==> config.mk <==
export PLATFORM = sky130hd
export DESIGN_NAME = display_scan_driver
export DESIGN_NICKNAME = d
export VERILOG_FILES = /design/src/rtl/display_scan_driver.sv
export SDC_FILE = /design/constraint.sdc
export NUM_CORES = 1
export LEC_CHECK = 0
export CORE_MARGIN = 5
export CORE_UTILIZATION = 55
export CTS_BUF_LIST = sky130_fd_sc_hd__clkbuf_4
export DETAILED_ROUTE_END_ITERATION = 10
export DONT_BUFFER_PORTS = 1
export PLACE_DENSITY = 0.81
export SYNTH_ARGS = -nofsm -noshare
export SYNTH_HDL_FRONTEND = slang
export SYNTH_SLANG_ARGS = --single-unit
==> constraint.sdc <==
create_clock -name clk -period 3.7 [get_ports clk]
set_input_delay 0.74 -clock clk [delete_from_list [all_inputs] [get_ports clk]]
set_output_delay 0.74 -clock clk [all_outputs]
set_load 0.1 [all_outputs]
==> src/rtl/display_scan_driver.sv <==
// display_scan_driver
// Multiplexed 4-digit 7-segment scan driver. Each digit slot lasts SCAN_DIV
// cycles: BLANK_CYCLES with all anodes off (ghosting guard), then the rest
// with one anode driven. Digit d shows numeral (active + d) mod 8, where
// "active" is a frame index from the display sequencer. New frames are held
// pending and only take effect at the digit-0 BLANK entry, so a scan never
// shows a mix of two frames. Incoming frame indices are checked for the
// +1 mod 8 sequence; a break sets a sticky error flag.
//
// Parameters:
//   SCAN_DIV      cycles per digit slot (blank + drive), 8..2^20
//   BLANK_CYCLES  anode-off cycles at slot start, < SCAN_DIV-1
// Ports:
//   clk          clock, rising edge
//   rst          asynchronous reset, active low
//   display_en   1 = scanning, 0 = dark (forces IDLE, clears frame_err)
//   frame_idx    frame index, qualified by frame_valid
//   frame_valid  one-cycle strobe
//   brightness   (DISPLAY_DIMMING_EN only) drive duty in quarters, 0..3
//   seg          segments {g,f,e,d,c,b,a}, active high
//   dp           decimal point, active high, lit on digit 0 only
//   an           digit anodes, active low
//   frame_ack    one-cycle pulse when a pending frame becomes active
//   frame_err    sticky sequence-error flag
// Optional feature macro: DISPLAY_DIMMING_EN (adds brightness input).
module display_scan_driver #(
  parameter int SCAN_DIV     = 50000,
  parameter int BLANK_CYCLES = 64
) (
  input  logic       clk,
  input  logic       rst,
  input  logic       display_en,
  input  logic [2:0] frame_idx,
  input  logic       frame_valid,
`ifdef DISPLAY_DIMMING_EN
  input  logic [1:0] brightness,
`endif
  output logic [6:0] seg,
  output logic       dp,
  output logic [3:0] an,
  output logic       frame_ack,
  output logic       frame_err
);

  localparam int DRIVE_CYCLES = SCAN_DIV - BLANK_CYCLES;
  localparam int CW = $clog2(SCAN_DIV + 1);
  localparam logic [CW-1:0] BLANK_LAST = CW'(BLANK_CYCLES - 1);
  localparam logic [CW-1:0] DRIVE_LAST = CW'(DRIVE_CYCLES - 1);

  typedef enum logic [1:0] {IDLE, BLANK, DRIVE} state_t;

  state_t          state_reg, state_next;
  logic [1:0]      digit_reg, digit_next;
  logic [CW-1:0]   cnt_reg, cnt_next;

  logic [2:0]      active_reg;
  logic [2:0]      pend_val_reg;
  logic            pend_reg;
  logic [2:0]      last_reg;
  logic            have_last_reg;
  logic            err_reg;
  logic            ack_reg;

  logic [6:0]      seg_reg, seg_next;
  logic            dp_reg, dp_next;
  logic [3:0]      an_reg, an_next;

  logic            apply;
  logic            drive_on;
  logic [2:0]      numeral_sel;

  function automatic logic [6:0] seg_encode(input logic [2:0] n);
    case (n)
      3'd0:    seg_encode = 7'h3F;
      3'd1:    seg_encode = 7'h06;
      3'd2:    seg_encode = 7'h5B;
      3'd3:    seg_encode = 7'h4F;
      3'd4:    seg_encode = 7'h66;
      3'd5:    seg_encode = 7'h6D;
      3'd6:    seg_encode = 7'h7D;
      default: seg_encode = 7'h07;
    endcase
  endfunction

  // Scan sequencing: the slot counter restarts on every state change.
  always_comb begin
    state_next = state_reg;
    digit_next = digit_reg;
    cnt_next   = cnt_reg;
    if (!display_en) begin
      state_next = IDLE;
      digit_next = 2'd0;
      cnt_next   = '0;
    end else begin
      case (state_reg)
        IDLE: begin
          state_next = BLANK;
          digit_next = 2'd0;
          cnt_next   = '0;
        end
        BLANK: begin
          if (cnt_reg == BLANK_LAST) begin
            state_next = DRIVE;
            cnt_next   = '0;
          end else begin
            cnt_next = cnt_reg + 1'b1;
          end
        end
        DRIVE: begin
          if (cnt_reg == DRIVE_LAST) begin
            state_next = BLANK;
            digit_next = digit_reg + 2'd1;
            cnt_next   = '0;
          end else begin
            cnt_next = cnt_reg + 1'b1;
          end
        end
        default: begin
          state_next = IDLE;
          digit_next = 2'd0;
          cnt_next   = '0;
        end
      endcase
    end
  end

  // Frame swap point: the edge that enters BLANK for digit 0, including the
  // first slot after IDLE.
  assign apply = (state_next == BLANK) && (digit_next == 2'd0) && (state_reg != BLANK);

`ifdef DISPLAY_DIMMING_EN
  logic [CW+2:0] on_cycles;
  assign on_cycles = (((CW+3)'(brightness) + (CW+3)'(1)) * (CW+3)'(DRIVE_CYCLES)) >> 2;
  assign drive_on  = (state_next == DRIVE) && ({3'b000, cnt_next} < on_cycles);
`else
  assign drive_on  = (state_next == DRIVE);
`endif

  // active_reg is already updated by the time DRIVE is reached (swap
  // happens at BLANK entry), so the current value is the one to show.
  assign numeral_sel = active_reg + {1'b0, digit_next};
  assign seg_next    = drive_on ? seg_encode(numeral_sel) : 7'h00;
  assign dp_next     = drive_on && (digit_next == 2'd0);

  genvar gi;
  generate
    for (gi = 0; gi < 4; gi++) begin : g_an
      assign an_next[gi] = ~(drive_on && (digit_next == 2'(gi)));
    end
  endgenerate

  always_ff @(posedge clk or negedge rst) begin
    if (!rst) begin
      state_reg     <= IDLE;
      digit_reg     <= 2'd0;
      cnt_reg       <= '0;
      active_reg    <= 3'd0;
      pend_val_reg  <= 3'd0;
      pend_reg      <= 1'b0;
      last_reg      <= 3'd0;
      have_last_reg <= 1'b0;
      err_reg       <= 1'b0;
      ack_reg       <= 1'b0;
      seg_reg       <= 7'h00;
      dp_reg        <= 1'b0;
      an_reg        <= 4'b1111;
    end else begin
      state_reg <= state_next;
      digit_reg <= digit_next;
      cnt_reg   <= cnt_next;
      seg_reg   <= seg_next;
      dp_reg    <= dp_next;
      an_reg    <= an_next;

      ack_reg <= apply && pend_reg;
      if (apply && pend_reg)
        active_reg <= pend_val_reg;

      // A strobe on the apply edge becomes the next pending frame while the
      // older one is applied above.
      if (frame_valid) begin
        pend_val_reg <= frame_idx;
        pend_reg     <= 1'b1;
      end else if (apply) begin
        pend_reg <= 1'b0;
      end

      if (!display_en) begin
        err_reg       <= 1'b0;
        have_last_reg <= 1'b0;
      end else if (frame_valid) begin
        if (have_last_reg && (frame_idx != last_reg + 3'd1))
          err_reg <= 1'b1;
        last_reg      <= frame_idx;
        have_last_reg <= 1'b1;
      end
    end
  end

  assign seg       = seg_reg;
  assign dp        = dp_reg;
  assign an        = an_reg;
  assign frame_ack = ack_reg;
  assign frame_err = err_reg;

endmodule

# --- Word-level counts from Yosys, hierarchy flattened ---
# Index checks and enable logic that the tools add are counted.
classes:
  add_sub_neg: 4
  eq_ne: 19
  mux: 20
  n_bitwise: 4
  reduce_logical: 14
op_table:
  columns: ["operator", "count"]
  rows:
  - ["one-hot mux 7 bit (7 select lines)", 1]
  - ["two-way mux 16 bit", 3]
  - ["one-hot mux 16 bit (2 select lines)", 1]
  - ["adder 16 x 1 -> 16 bit (second input constant)", 1]
  - ["equality test 16 bit (second input constant)", 1]
  - ["equality test 16 x 6 -> 1 bit (second input constant)", 1]
  - ["two-way mux 2 bit", 5]
  - ["equality test 3 bit (second input constant)", 3]
  - ["equality test 2 bit (second input constant)", 4]
  - ["logical AND 1 bit", 8]
  - ["two-way mux 1 bit", 7]
  - ["two-way mux 7 bit", 1]
  - ["equality test 2 x 1 -> 1 bit (second input constant)", 3]
  - ["equality test 3 x 2 -> 1 bit (second input constant)", 2]
  - ["!= test 2 x 1 -> 1 bit (second input constant)", 3]
  - ["one-hot mux 2 bit (3 select lines)", 1]
  - ["zero test 2 bit", 2]
  - ["inverter 1 bit", 4]
  - ["one-hot mux 2 bit (2 select lines)", 1]
  - ["AND reduction 2 bit", 2]
  - ["adder 3 x 1 -> 3 bit (second input constant)", 1]
  - ["adder 3 x 2 -> 3 bit", 1]
  - ["equality test 3 x 1 -> 1 bit (second input constant)", 1]
  - ["zero test 3 bit", 1]
  - ["3 further kinds", 3]
totals:
  ff_bits: 45
  inputBits: 7
  output_inout_bits: 14

# --- Longest topological paths before layout ---
depth:
  depth_word: 9
  depth_mapped: 12
  ltp_nobuf: 12

# --- Worst setup path before layout ---
# No wires, ideal clock.
synth_path:
  path_kind: "register to register"
  start: "register cnt_reg[7]"
  end: "register seg_reg[3], in the netlist seg[3]"
  setup_ns: 0.147
  t_arrival_ns: 2.910
  t_required_ns: 3.553
  setup_slack_ns: 0.643
  path_stages_with_launch: 10
  period_less_slack_ns: 3.057
  cell_sequence: "dfrtp_1 > or4_4 > nor4_4 > nand2_1 > o31a_1 > fa_1 > xnor2_1 > and2_1 > or2_2 > a21oi_1"
synth_between:
  elab_chain_cells: 8
  elab_cells_between_ends: 20
  classes_between: "add/sub (1); eq/ne (9); mux (9); reduce/logical (1)"
synth_lines:
  columns: ["element", "line_no", "rtl"]
  rows:
  - ["from (decl)", "54", "logic [CW-1:0] cnt_reg, cnt_next;"]
  - ["from (signal assigned)", "170", "cnt_reg <= cnt_next;"]
  - ["equality test 16 bit", "110", "if (cnt_reg == DRIVE_LAST) begin"]
  - ["two-way mux 2 bit", "110", null]
  - ["one-hot mux 2 bit (2 select lines)", "95", "case (state_reg)"]
  - ["two-way mux 2 bit", "90", "if (!display_en) begin"]
  - ["adder 3 x 2 -> 3 bit", "141", "assign numeral_sel = active_reg + {1'b0, digit_next};"]
  - ["equality test 3 bit, or another cell as far along", "73", "case (n)"]
  - ["one-hot mux 7 bit (7 select lines)", "73", null]
  - ["two-way mux 7 bit (*)", "142", "assign seg_next = drive_on ? seg_encode(numeral_sel) : 7'h00;"]
  - ["net seg_next[3]", "64", "logic [6:0] seg_reg, seg_next;"]
  - ["to (signal assigned)", "171", "seg_reg <= seg_next;"]
  - ["to (decl)", "64", null]
# Mark *: on every way through the listed nets, which the timed path passes. The rest lies on a longest branch.
# A chain may end at the register's enable or synchronous reset.

# --- Final worst setup path ---
# Ends and elaborated chain as after synthesis.

==> results.txt <==
relative slew slack -> 40.3%
number of buffers created by CTS -> 5
CTS H-Tree Depth -> 2
biggest fanout along the worst timing path -> 8
number of endpoints with negative hold slack in the final report -> 0
number of buffers inserted for hold repair after clock tree synthesis -> 0
area of the die -> 0.00540 mm2
antenna diode instance count -> 0
final layout net count -> 224
uppermost layer routed -> met4
area of the core -> 0.00394 mm2
Max Cap Viol -> 0
fmax -> 300 MHz
final critical-path required period -> 3.33 ns
fraction of final layout cells with drive strength greater than 1 -> 11.4%
number of violations reported at the end of detailed-routing iteration 0 -> 86
slew of the pin with the lowest slew margin -> 0.896 ns
Leakage -> 0.954 nW
total nets after synthesis -> 222
vias in the first global route -> 1463
IO Pins -> 21
setup skew after layout -> 0.0123 ns
finished layout cell area -> 0.00232 mm2
total met2 wirelength after detailed routing -> 1.93 mm
Root Buffer -> sky130_fd_sc_hd__clkbuf_4
top cells by area in the synthesized netlist -> sky130_fd_sc_hd__dfrtp_1 46%, sky130_fd_sc_hd__nor2_1 4.9%, sky130_fd_sc_hd__dfstp_2 4.7%, sky130_fd_sc_hd__xor2_1 4.7%, sky130_fd_sc_hd__ha_1 4.0%
final HPWL from detailed placement -> 2.77 mm
GRT Total Usage -> 15.7%
largest net degree at the start of global routing -> 46
final weighted congestion in routability-driven placement -> 0.839
share of the core filled with cells -> 58.8%
total wire length -> 3.77 mm
sequential share of the synthesized area -> 51.0%
post-cts repair resize count -> 0
Critical Path Source -> cnt_reg[7]$_DFF_PN0_
most common cell after layout, fill and taps aside -> sky130_fd_sc_hd__dfrtp_1
proportion of netlist area held by the largest area contributor -> 46.3%
antenna violation net count after detailed routing -> 0
# clock sinks -> 45
Req. time, crit path -> 3.92 ns
DRC Markers -> 0
dominant cell type by area after synthesis -> sky130_fd_sc_hd__dfrtp_1
setup TNS -> 0 ns
TritonCTS clock tree -> done
most frequent cells in the layout -> 41 x sky130_fd_sc_hd__dfrtp_1, 29 x sky130_fd_sc_hd__nor2_1, 13 x sky130_fd_sc_hd__nand3_1, 12 x sky130_fd_sc_hd__nand2_1, 12 x sky130_fd_sc_hd__xor2_1
power per cell area -> 471 mW/mm2
Post-Route M1 WL -> 1.61 mm
horizontal die dimension -> 73.5 um
IO Port Bufs -> 0
unrepaired setup endpoints after global routing -> no
kind of critical path -> reg2reg
class of the most critical hold timing path -> in2async
Final Max Tran Viols -> 0
capturing point of the worst reg2reg path -> seg[3]$_DFF_PN0_
area added between synthesis and finish -> 4.51%
setup bufs post-CTS -> 0
beginning of the worst register-to-register path -> cnt_reg[7]$_DFF_PN0_
Avg Cell Area, Syn -> 10.7 um2
top flip-flop cell by instance count after synthesis -> sky130_fd_sc_hd__dfrtp_1
Reg clk slew, reported paths -> 0.13 ns
number of flip-flops in the largest register -> 16
Yosys warnings -> 0
Starting Density -> 56.2%
R2R Setup Slk -> 0.37 ns
outcome -> finished, final reports clean
Reg2Reg Depth -> 9
critical path data arrival time -> 3.55 ns
number of flip-flops and latches in the synthesized netlist -> 45
first drt pass iteration count -> 4
Final Power -> 1.09 mW
worst-case clock buffer depth -> 2
share of the cycle needed by the critical path after routing -> 90.0%
Placed Area -> 0.00226 mm2
Worst Setup Start Kind -> flip-flop
leftover overflow at the end of global routing -> 0
floorplan die height -> 73.5 um
count of unique library cells instantiated by Yosys -> 43
number of antenna violations at the first check in global routing -> 0
Vias/cell -> 5.64
Post-synth EDFFs -> 0
met3 WL -> 159 um
global-route wire length before repair -> 6.60 mm
clock network latency to the later pin of the worst-skew pair -> 0.35 ns
via count of the routed design -> 1467
cell area after technology mapping -> 0.00222 mm2
average routed wire per standard cell -> 14.5 um
maximum vdd drop -> 0.000289 V
number of instances in the synthesized netlist -> 207
Std-Cell Rows -> 23
Synth async-reset ratio -> 100%
kind of capture point of the worst setup path -> flip-flop
final setup violation count -> 0
## synth_stat cells (2+ instances only)
master / count
sky130_fd_sc_hd__dfrtp_1: 41
sky130_fd_sc_hd__nor2_1: 29
sky130_fd_sc_hd__nand3_1: 13
sky130_fd_sc_hd__nand2_1: 12
sky130_fd_sc_hd__xor2_1: 12
sky130_fd_sc_hd__inv_1: 10
sky130_fd_sc_hd__xnor2_1: 10
sky130_fd_sc_hd__a21oi_1: 7
sky130_fd_sc_hd__ha_1: 7
sky130_fd_sc_hd__mux2_2: 6
sky130_fd_sc_hd__o21ai_0: 5
sky130_fd_sc_hd__clkbuf_1: 4
sky130_fd_sc_hd__dfstp_2: 4
sky130_fd_sc_hd__o21a_1: 4
sky130_fd_sc_hd__a21o_1: 3
sky130_fd_sc_hd__and3_1: 3
sky130_fd_sc_hd__mux2_1: 3
sky130_fd_sc_hd__nand4_1: 3
sky130_fd_sc_hd__nor3_1: 3
sky130_fd_sc_hd__a211oi_1: 2
sky130_fd_sc_hd__nand2b_1: 2
sky130_fd_sc_hd__nor4_1: 2
sky130_fd_sc_hd__nor4bb_1: 2
## where the power goes
part	internal (mW)	switching, mW
logic	0.113	0.145
registers	0.532	0.0718
clock network	0.0798	0.150
## logic make-up after synthesis
logic type	share of synthesized area (%)
AND/OR/NAND/NOR	19.1
flip-flops	51.0
AO/OA/AOI/OAI	9.26
XOR/XNOR	8.69
buffers and inverters	2.54
multiplexers	4.57
adder cells (fa/ha/maj)	4.85
## layout make-up
class,count,area (um2)
inverters,10,37.5
clock inverters,2,11.3
multi-input cells,147,1030
fillers,316,1630
well taps,50,62.6
clock buffers,6,45.0
flip-flops and latches,45,1130
## stage by stage
step	setup slack, ns	instances	hold WS, ns
CTS	0.401	260	0.0497
global placement	0.492	252	0.445
floorplan	0.643	207	0.444
finish	0.370	260	0.0596
detailed placement	0.410	252	0.445
global route	0.0886	260	0.0311
## layer usage
metal / up-vias / global-route usage [%]
li1: 711 / -
met1: 730 / 20.1
met2: 19 / 25.4
met3: 7 / 3.97
met4: 0 / 6.04
met5: - / 0
## worst max-delay path: stages (launching register included)
cell and delay (ns):
sky130_fd_sc_hd__dfrtp_1 0.43, sky130_fd_sc_hd__or4_4 0.56, sky130_fd_sc_hd__nor4_4 0.48, sky130_fd_sc_hd__nand2_1 0.10, sky130_fd_sc_hd__o31a_1 0.31, sky130_fd_sc_hd__fa_1 0.44, sky130_fd_sc_hd__xnor2_1 0.46, sky130_fd_sc_hd__and2_1 0.24
sky130_fd_sc_hd__or2_2 0.13, sky130_fd_sc_hd__a21oi_1 0.05
## how the worst max path moves through the flow
stage	cells past startpoint	slack (ns)	end
2_1_floorplan	9	0.64	seg[3]$_DFF_PN0_
3_3_place_gp	9	0.49	seg[3]$_DFF_PN0_
3_5_place_dp	9	0.41	seg[3]$_DFF_PN0_
4_1_cts	9	0.40	seg[3]$_DFF_PN0_
5_1_grt	12	0.09	seg[3]$_DFF_PN0_
6_report	9	0.37	seg[3]$_DFF_PN0_
Power figures use the tool's default switching activity.
